<file path="src/rtl/cordic_vectoring_ctrl_pkg.sv">
// cordic_vectoring_ctrl_pkg: shared state encodings, defaults and rot_dir polarity
package cordic_vectoring_ctrl_pkg;
  localparam logic [1:0] IDLE = 2'd0;
  localparam logic [1:0] ITER = 2'd1;
  localparam logic [1:0] DONE = 2'd2;
  localparam int WORD_WIDTH_DEF = 16;
  localparam int ITERATIONS_DEF = 12;
  localparam logic ROT_POS = 1'b1;
  localparam logic ROT_NEG = 1'b0;
  function automatic int cnt_width(input int n);
    return (n < 2) ? 1 : $clog2(n);
  endfunction
endpackage

</file>
<file path="src/rtl/cordic_vectoring_ctrl_if.sv">
// cordic_vectoring_ctrl_if: handshake and datapath strobe bundle between source, controller and datapath
interface cordic_vectoring_ctrl_if
  import cordic_vectoring_ctrl_pkg::*;
#(parameter int CNT_WIDTH = cnt_width(ITERATIONS_DEF));
  logic in_valid, in_ready, x_neg, y_sign;
  logic load, pre_rotate, iter_en, rot_dir;
  logic out_valid, out_ready, busy;
  logic [CNT_WIDTH-1:0] iter_idx;
  modport master(output in_valid, x_neg, y_sign, out_ready,
                 input in_ready, load, pre_rotate, iter_en, iter_idx, rot_dir, out_valid, busy);
  modport slave(input in_valid, x_neg, y_sign, out_ready,
                output in_ready, load, pre_rotate, iter_en, iter_idx, rot_dir, out_valid, busy);
endinterface

</file>
<file path="src/rtl/cordic_iter_counter.sv">
// cordic_iter_counter: micro-rotation index with clear, enable and wrap at the last iteration
module cordic_iter_counter #(
  parameter int ITERATIONS = 12,
  parameter int CNT_WIDTH  = 4
) (
  input  logic                 clk,
  input  logic                 rst_n,
  input  logic                 clr,
  input  logic                 en,
  output logic [CNT_WIDTH-1:0] cnt,
  output logic                 tc
);
  assign tc = cnt == CNT_WIDTH'(ITERATIONS - 1);
  // count while enabled, wrap to zero after the terminal count
  always_ff @(posedge clk or negedge rst_n)
    if (!rst_n) cnt <= '0;
    else if (clr || (en && tc)) cnt <= '0;
    else if (en) cnt <= cnt + CNT_WIDTH'(1);
endmodule

</file>
<file path="src/rtl/cordic_vectoring_ctrl.sv">
// cordic_vectoring_ctrl: IDLE/ITER/DONE sequencer driving load, pre-rotation and iteration strobes
module cordic_vectoring_ctrl
  import cordic_vectoring_ctrl_pkg::*;
#(
  parameter int WORD_WIDTH = WORD_WIDTH_DEF,
  parameter int ITERATIONS = ITERATIONS_DEF,
  parameter int CNT_WIDTH  = cnt_width(ITERATIONS)
) (
  input logic                    clk,
  input logic                    rst_n,
  cordic_vectoring_ctrl_if.slave bus
);
  localparam int N = (ITERATIONS > WORD_WIDTH - 1) ? WORD_WIDTH - 1 : (ITERATIONS < 1) ? 1 : ITERATIONS;
  logic [1:0] state, state_nxt;
  logic armed, tc, idle, iter, done;
  logic [CNT_WIDTH-1:0] cnt;
  assign idle = state == IDLE;
  assign iter = state == ITER;
  assign done = state == DONE;
  cordic_iter_counter #(.ITERATIONS(N), .CNT_WIDTH(CNT_WIDTH)) u_cnt (
    .clk(clk), .rst_n(rst_n), .clr(!iter), .en(iter), .cnt(cnt), .tc(tc)
  );
  // next-state decode; in_ready already folds in the post-reset arming
  always_comb
    state_nxt = idle ? ((bus.in_valid && bus.in_ready) ? ITER : IDLE) :
                iter ? (tc ? DONE : ITER) :
                done ? (bus.out_ready ? IDLE : DONE) : IDLE;
  // state register; reset forces IDLE and drops every decoded output
  always_ff @(posedge clk or negedge rst_n)
    if (!rst_n) state <= IDLE;
    else state <= state_nxt;
  // keeps in_ready low until the first edge after reset release
  always_ff @(posedge clk or negedge rst_n)
    if (!rst_n) armed <= 1'b0;
    else armed <= 1'b1;
  assign bus.in_ready   = idle && armed;
  assign bus.load       = bus.in_valid && bus.in_ready;
  assign bus.pre_rotate = bus.load && bus.x_neg;
  assign bus.iter_en    = iter;
  assign bus.iter_idx   = iter ? cnt : '0;
  assign bus.rot_dir    = iter && (bus.y_sign ? ROT_NEG : ROT_POS);
  assign bus.out_valid  = done;
  assign bus.busy       = iter || done;
endmodule

</file>
<file path="src/flat_wrapper.sv">
// flat-port wrapper written by rule: the top's interface ports become plain ports
module cordic_vectoring_ctrl_flat import cordic_vectoring_ctrl_pkg::*;
#(
  parameter int WORD_WIDTH = WORD_WIDTH_DEF,
  parameter int ITERATIONS = ITERATIONS_DEF,
  parameter int CNT_WIDTH  = cnt_width(ITERATIONS)
)
  (clk, rst_n, bus_in_valid, bus_x_neg, bus_y_sign, bus_out_ready, bus_in_ready, bus_load, bus_pre_rotate, bus_iter_en, bus_iter_idx, bus_rot_dir, bus_out_valid, bus_busy);
  cordic_vectoring_ctrl_if #(.CNT_WIDTH(CNT_WIDTH)) bus_i ();
  input logic clk;
  input logic rst_n;
  input wire logic [$bits(bus_i.in_valid)-1:0] bus_in_valid;
  input wire logic [$bits(bus_i.x_neg)-1:0] bus_x_neg;
  input wire logic [$bits(bus_i.y_sign)-1:0] bus_y_sign;
  input wire logic [$bits(bus_i.out_ready)-1:0] bus_out_ready;
  output wire logic [$bits(bus_i.in_ready)-1:0] bus_in_ready;
  output wire logic [$bits(bus_i.load)-1:0] bus_load;
  output wire logic [$bits(bus_i.pre_rotate)-1:0] bus_pre_rotate;
  output wire logic [$bits(bus_i.iter_en)-1:0] bus_iter_en;
  output wire logic [$bits(bus_i.iter_idx)-1:0] bus_iter_idx;
  output wire logic [$bits(bus_i.rot_dir)-1:0] bus_rot_dir;
  output wire logic [$bits(bus_i.out_valid)-1:0] bus_out_valid;
  output wire logic [$bits(bus_i.busy)-1:0] bus_busy;
  assign bus_i.in_valid = bus_in_valid;
  assign bus_i.x_neg = bus_x_neg;
  assign bus_i.y_sign = bus_y_sign;
  assign bus_i.out_ready = bus_out_ready;
  assign bus_in_ready = bus_i.in_ready;
  assign bus_load = bus_i.load;
  assign bus_pre_rotate = bus_i.pre_rotate;
  assign bus_iter_en = bus_i.iter_en;
  assign bus_iter_idx = bus_i.iter_idx;
  assign bus_rot_dir = bus_i.rot_dir;
  assign bus_out_valid = bus_i.out_valid;
  assign bus_busy = bus_i.busy;
  cordic_vectoring_ctrl #(.WORD_WIDTH(WORD_WIDTH), .ITERATIONS(ITERATIONS), .CNT_WIDTH(CNT_WIDTH)) u_core (.clk(clk), .rst_n(rst_n), .bus(bus_i));
endmodule
</file>
<file path="config.mk">
export PLATFORM = sky130hd
export DESIGN_NAME = cordic_vectoring_ctrl_flat
export DESIGN_NICKNAME = d
export VERILOG_FILES = /design/src/rtl/cordic_vectoring_ctrl_pkg.sv /design/src/rtl/cordic_vectoring_ctrl_if.sv /design/src/rtl/cordic_iter_counter.sv /design/src/rtl/cordic_vectoring_ctrl.sv /design/src/flat_wrapper.sv
export SDC_FILE = /design/constraint.sdc
export NUM_CORES = 1
export LEC_CHECK = 0
export CORE_AREA = 2 2 39 41
export DETAILED_ROUTE_END_ITERATION = 6
export DIE_AREA = 0 0 41 43
export PLACE_DENSITY_LB_ADDON = 0.2
export SLEW_MARGIN = 10
export SYNTH_ARGS = -nofsm -noshare
export SYNTH_HDL_FRONTEND = slang
export SYNTH_SLANG_ARGS = --single-unit
</file>
<file path="constraint.sdc">
create_clock -name clk -period 1.2 [get_ports clk]
set_clock_uncertainty 0.05 [all_clocks]
set_input_delay 0.18 -clock clk [delete_from_list [all_inputs] [get_ports clk]]
set_output_delay 0.18 -clock clk [all_outputs]
set_load 0.02 [all_outputs]
</file>
======== Word level (Yosys, flattened, before mapping) ========
Index checks and enable logic that the tools add are counted.
Widths: inputs -> output; s select.
storage, ports and cells
  register bits ........................... 7
  latch bits .............................. 0
  RAM bits ................................ 0
  bits in read-only memories .............. 0
  input bits .............................. 6
  output and inout port bits .............. 11
  word-level logic and storage cells ...... 27
  memories ................................ 0
cells by class
  add/subtract/negate cells ............... 1
  multiply operators ...................... 0
  divide/modulo/power cells ............... 0
  magnitude comparators ................... 0
  eq/ne operators ......................... 3
  shifts and indexed selects .............. 0
  muxes and demuxes ....................... 10
  bitwise operators ....................... 0
  reductions and logical operators ........ 10
operator list
  operator             number
  $mux 4               3
  $mux 2               5
  $logic_and 1x1->1    5
  $add 4x1->4 const B  1
  $eq 4x4->1 const B   1
  $eq 2x1->1 const B   1
  $eq 2x2->1 const B   1
  $logic_not 2->1      1
  $logic_or 1x1->1     2
  $mux 1               2
  $reduce_bool 2->1    1
  $logic_not 1->1      1

======== Depth between registers and ports, before layout ========
  depth in word-level cells ............... 5
  mapped depth ............................ 4
  mapped depth without buffers ............ 4

======== Cells and area by module ========
Synthesis repeated with hierarchy kept, for this count alone.
second synthesis, totals
  cells, all modules ...................... 47
  area total of the unflattened synthesis .. 434.2 um2
modules (own cells, without submodules)
  module                 times used  cells an instance  area an instance (um2)  sequential area each (um2)
  cordic_vectoring_ctrl  1           24                 217.7                   75.1
  cordic_iter_counter    1           23                 216.5                   100.1

======== Worst setup path after synthesis ========
Ideal clock, no wire load.
  path type ............................... reg-to-output
  from .................................... reg u_core.state[1]
  to ...................................... out bus_rot_dir
  data arrival time ....................... 1213 ps
  data required time ...................... 970 ps
  slack ................................... -243 ps
  stages on the path, launching flop included .. 4
  cell sequence ........................... dfrtp_1 -> inv_1 -> ha_1 -> nor2b_1
between the ends
  longest elaborated chain between the ends .. 2
ends and longest elaborated chain
  item                    line                         text
  start, declared         cordic_vectoring_ctrl.sv:14  logic [1:0] state, state_nxt;
  start signal, assigned  cordic_vectoring_ctrl.sv:31  else state <= state_nxt;
  $eq 2x1->1              cordic_vectoring_ctrl.sv:18  assign iter = state == ITER;
  via bus_iter_en         flat_wrapper.sv:19           output wire logic [$bits(bus_i.iter_en)-1:0] bus_iter_en;
  $logic_and 1x1->1       cordic_vectoring_ctrl.sv:41  assign bus.rot_dir = iter && (bus.y_sign ? ROT_NEG : ROT_POS);
  end, declared           flat_wrapper.sv:21           output wire logic [$bits(bus_i.rot_dir)-1:0] bus_rot_dir;
The timed path passes the listed nets, and every way through them passes these cells.

======== Final worst setup path ========
  from .................................... reg u_core.state[0]
  to ...................................... out bus_iter_idx[1]
between the ends
  longest elaborated chain between the ends .. 2
ends and longest elaborated chain
  item           line                         text
  $eq 2x1->1     cordic_vectoring_ctrl.sv:18
  $mux 4         cordic_vectoring_ctrl.sv:40  assign bus.iter_idx = iter ? cnt : '0;
  end, declared  flat_wrapper.sv:20           output wire logic [$bits(bus_i.iter_idx)-1:0] bus_iter_idx;
No other way between the ends.

==> flow_summary.toml <==
[outcome]
status = "complete, but fails checks"
violations = "setup timing"

[floorplanning]
core_um2 = 1380
design.die.area_um2 = 1760
dieWidth_um = 41
die_y_um = 43
num_io_pins = 17
rows = 14
initial_utilization = 0.278

[finish]
area_growth_pct = 121
final.fill_count = 120
final_cell_count_no_fill = 85
stdcell_area_um2 = 853
layout_common_cells = "buf_6 (14), buf_4 (10), dfrtp_1 (7), clkdlybuf4s50_1 (5), ha_4 (4)"
final_common_cell = "buf_6"
drive_gt1_frac = 0.739
nNetsFinal = 80
n_antenna_cell = 0

[timing]
clock.fmax_mhz = 659
setup_tns_ps = -2730
drv_slew = 0
final-setup-viol-count = 12
hold_viol = 0
timing.final.ws_setup_ps = -317
hold_ws_ps = 148
period_minus_slack_ps = 1520
rsz0062_at_grt = "yes"
period_share = 1.26

[power_and_ir_drop]
vdd_drop_max_mv = 0.532
p_leak_uw = 0.000421
finalPower_uw = 991
power_density_nw_per_um2 = 1160

[detailed_routing]
firstDrtPassIters = 1
drc_errors = 0
vias = 361
drt-vias-per-instance = 4.25
wl_um = 991
dr.first_iter.drc_count = 0
detail_route.wl_per_cell_um = 11.7
ant_nets = 0

[clocking]
cts-root-buf = "clkbuf_4"
cts.path.max_buffers = 2
cts_sinks = 7
ctsHoldBuffers = 0
cts_made_buffers = 3
cts_tree = "done"
cts_htree_levels = 1
insertion_delay_ps = 240
path_clk_slew_ps = 50

[worst_setup_path]
critPathSlowestCell = "dfrtp_1"
crit_fanout = 7
slowest_delay_ps = 390
rr_startpoint = "u_core.state[0]$_DFF_PN0_"
startpoint = "u_core.state[0]$_DFF_PN0_"
critical_path.cell_chain = "buf_4, ha_4, and2_2, buf_6"
cp-start-kind = "flip-flop"
worstPathRequired_ps = 970
crit_buf_inv = 2
worstSetupPathType = "reg2out"
timing.critical_path.arrival_ps = 1290
end_kind = "primary output"
crit_family = "flip-flops"

[logic_synthesis]
ys_ff_latch = 7
synth.distinct_cells = 16
synthAdderAreaFrac = 0.130
synth_warnings = 0
synth_nets = 45
synth_top_family_by_area = "simple AND/OR/NAND/NOR gates"
avgSynthCellArea_um2 = 11.0
synth-simple-area-share = 0.256
synth_xor_area_frac = 0.0455
postSynthCellCount = 35
synthMuxAreaShare = 0
synth-compound-area-share = 0.0747
yosysSeqAreaShare = 0.455
syn-cell-area_um2 = 385

[grt]
antenna_found_initial = 0
grt_pass1_wl_mm = 1.58
gr-usage-all-layers = 0.135
overflow = 0
grt_pass1_vias = 400
grt_start_max_net_pins = 8

[placed_design]
dp_hpwl_um = 620
dp_cells = 75
port_buffers = 16
place_area_um2 = 646
place_congestion = 0.707

[flow_run]
maxCapViolations = 0

[min_path]
hold_class = "in2async"
[final timing paths]
check,end,slack [ps],cells past startpoint
hold reg to reg,u_core.u_cnt.cnt[0]$_DFFE_PN0P_,500,2
setup reg to reg,u_core.state[1]$_DFF_PN0_,-80,7
setup / recovery,bus_iter_idx[1],-320,4
min in group clk,u_core.u_cnt.cnt[0]$_DFFE_PN0P_,500,2
max in group asynchronous,u_core.u_cnt.cnt[1]$_DFFE_PN0P_,710,1
hold / removal,u_core.u_cnt.cnt[2]$_DFFE_PN0P_,150,1
[kinds of logic after synthesis]
logic type / Yosys count
AOI/OAI and AO/OA: 3
xor gates and xnor gates: 2
adders and majority gates: 4
buffers and inverters: 3
DFF: 7
other: 1
and+or+nand+nor: 15
[per-stage QoR]
stage | worst slack (ps) | util
2_1_floorplan | -72.6 | -
3_3_place_gp | -564 | 0.467
3_5_place_dp | -559 | 0.467
4_1_cts | -304 | 0.548
5_1_grt | -383 | 0.617
6_report | -317 | 0.617
[cell type report]
class                           instances  area (um2)  area share
Clock buffer                            4        26.3      0.0308
Sequential cell                         7         175       0.205
Timing Repair Buffer                   30         298       0.349
Multi-Input combinational cell         25         323       0.378
Tap cell                               16        20.0      0.0235
Inverter                                3        11.3      0.0132
[metal layers]
| layer | vias up | wire length, um | global-route usage |
|---|---|---|---|
| li1 | 179 | - | - |
| met1 | 169 | 393 | 0.167 |
| met2 | 13 | 542 | 0.222 |
| met3 | 0 | 55 | 0.0314 |
| met4 | 0 | 0 | 0.0400 |
| met5 | - | 0 | 0 |
[Yosys cell counts]
library cell | instances | area (um2)
and3_1 | 2 | 12.5
a21oi_1 | 1 | 5.00
nand2_2 | 1 | 6.26
a211oi_2 | 1 | 12.5
nand3_1 | 1 | 5.00
and2_1 | 6 | 37.5
nor2b_1 | 1 | 6.26
dfrtp_1 | 7 | 175
inv_1 | 3 | 11.3
xor2_1 | 1 | 8.76
nand3b_4 | 1 | 20.0
o21bai_2 | 1 | 11.3
nor2_1 | 3 | 11.3
ha_1 | 4 | 50.1
conb_1 | 1 | 3.75
xnor2_1 | 1 | 8.76
[sequential cells by signal, indices dropped and copies added, names as in the netlist]
name and flops:
u_core.state 2, u_core.armed 1, u_core.u_cnt.cnt 4
[repair_timing]
action,4_1_cts,5_1_grt
resized for setup,78,14
pin swaps,5,7
endpoints found under the setup margin,12,17
buffers inserted,3,4
[power by group]
| part | internal [uW] | switching [uW] | total, uW |
|---|---|---|---|
| combinational | 286 | 225 | 511 |
| sequential | 259 | 14.2 | 273 |
| clock | 126 | 80.3 | 207 |
| total | 671 | 319 | 991 |
No activity file was read; power rests on OpenSTA's default activity.
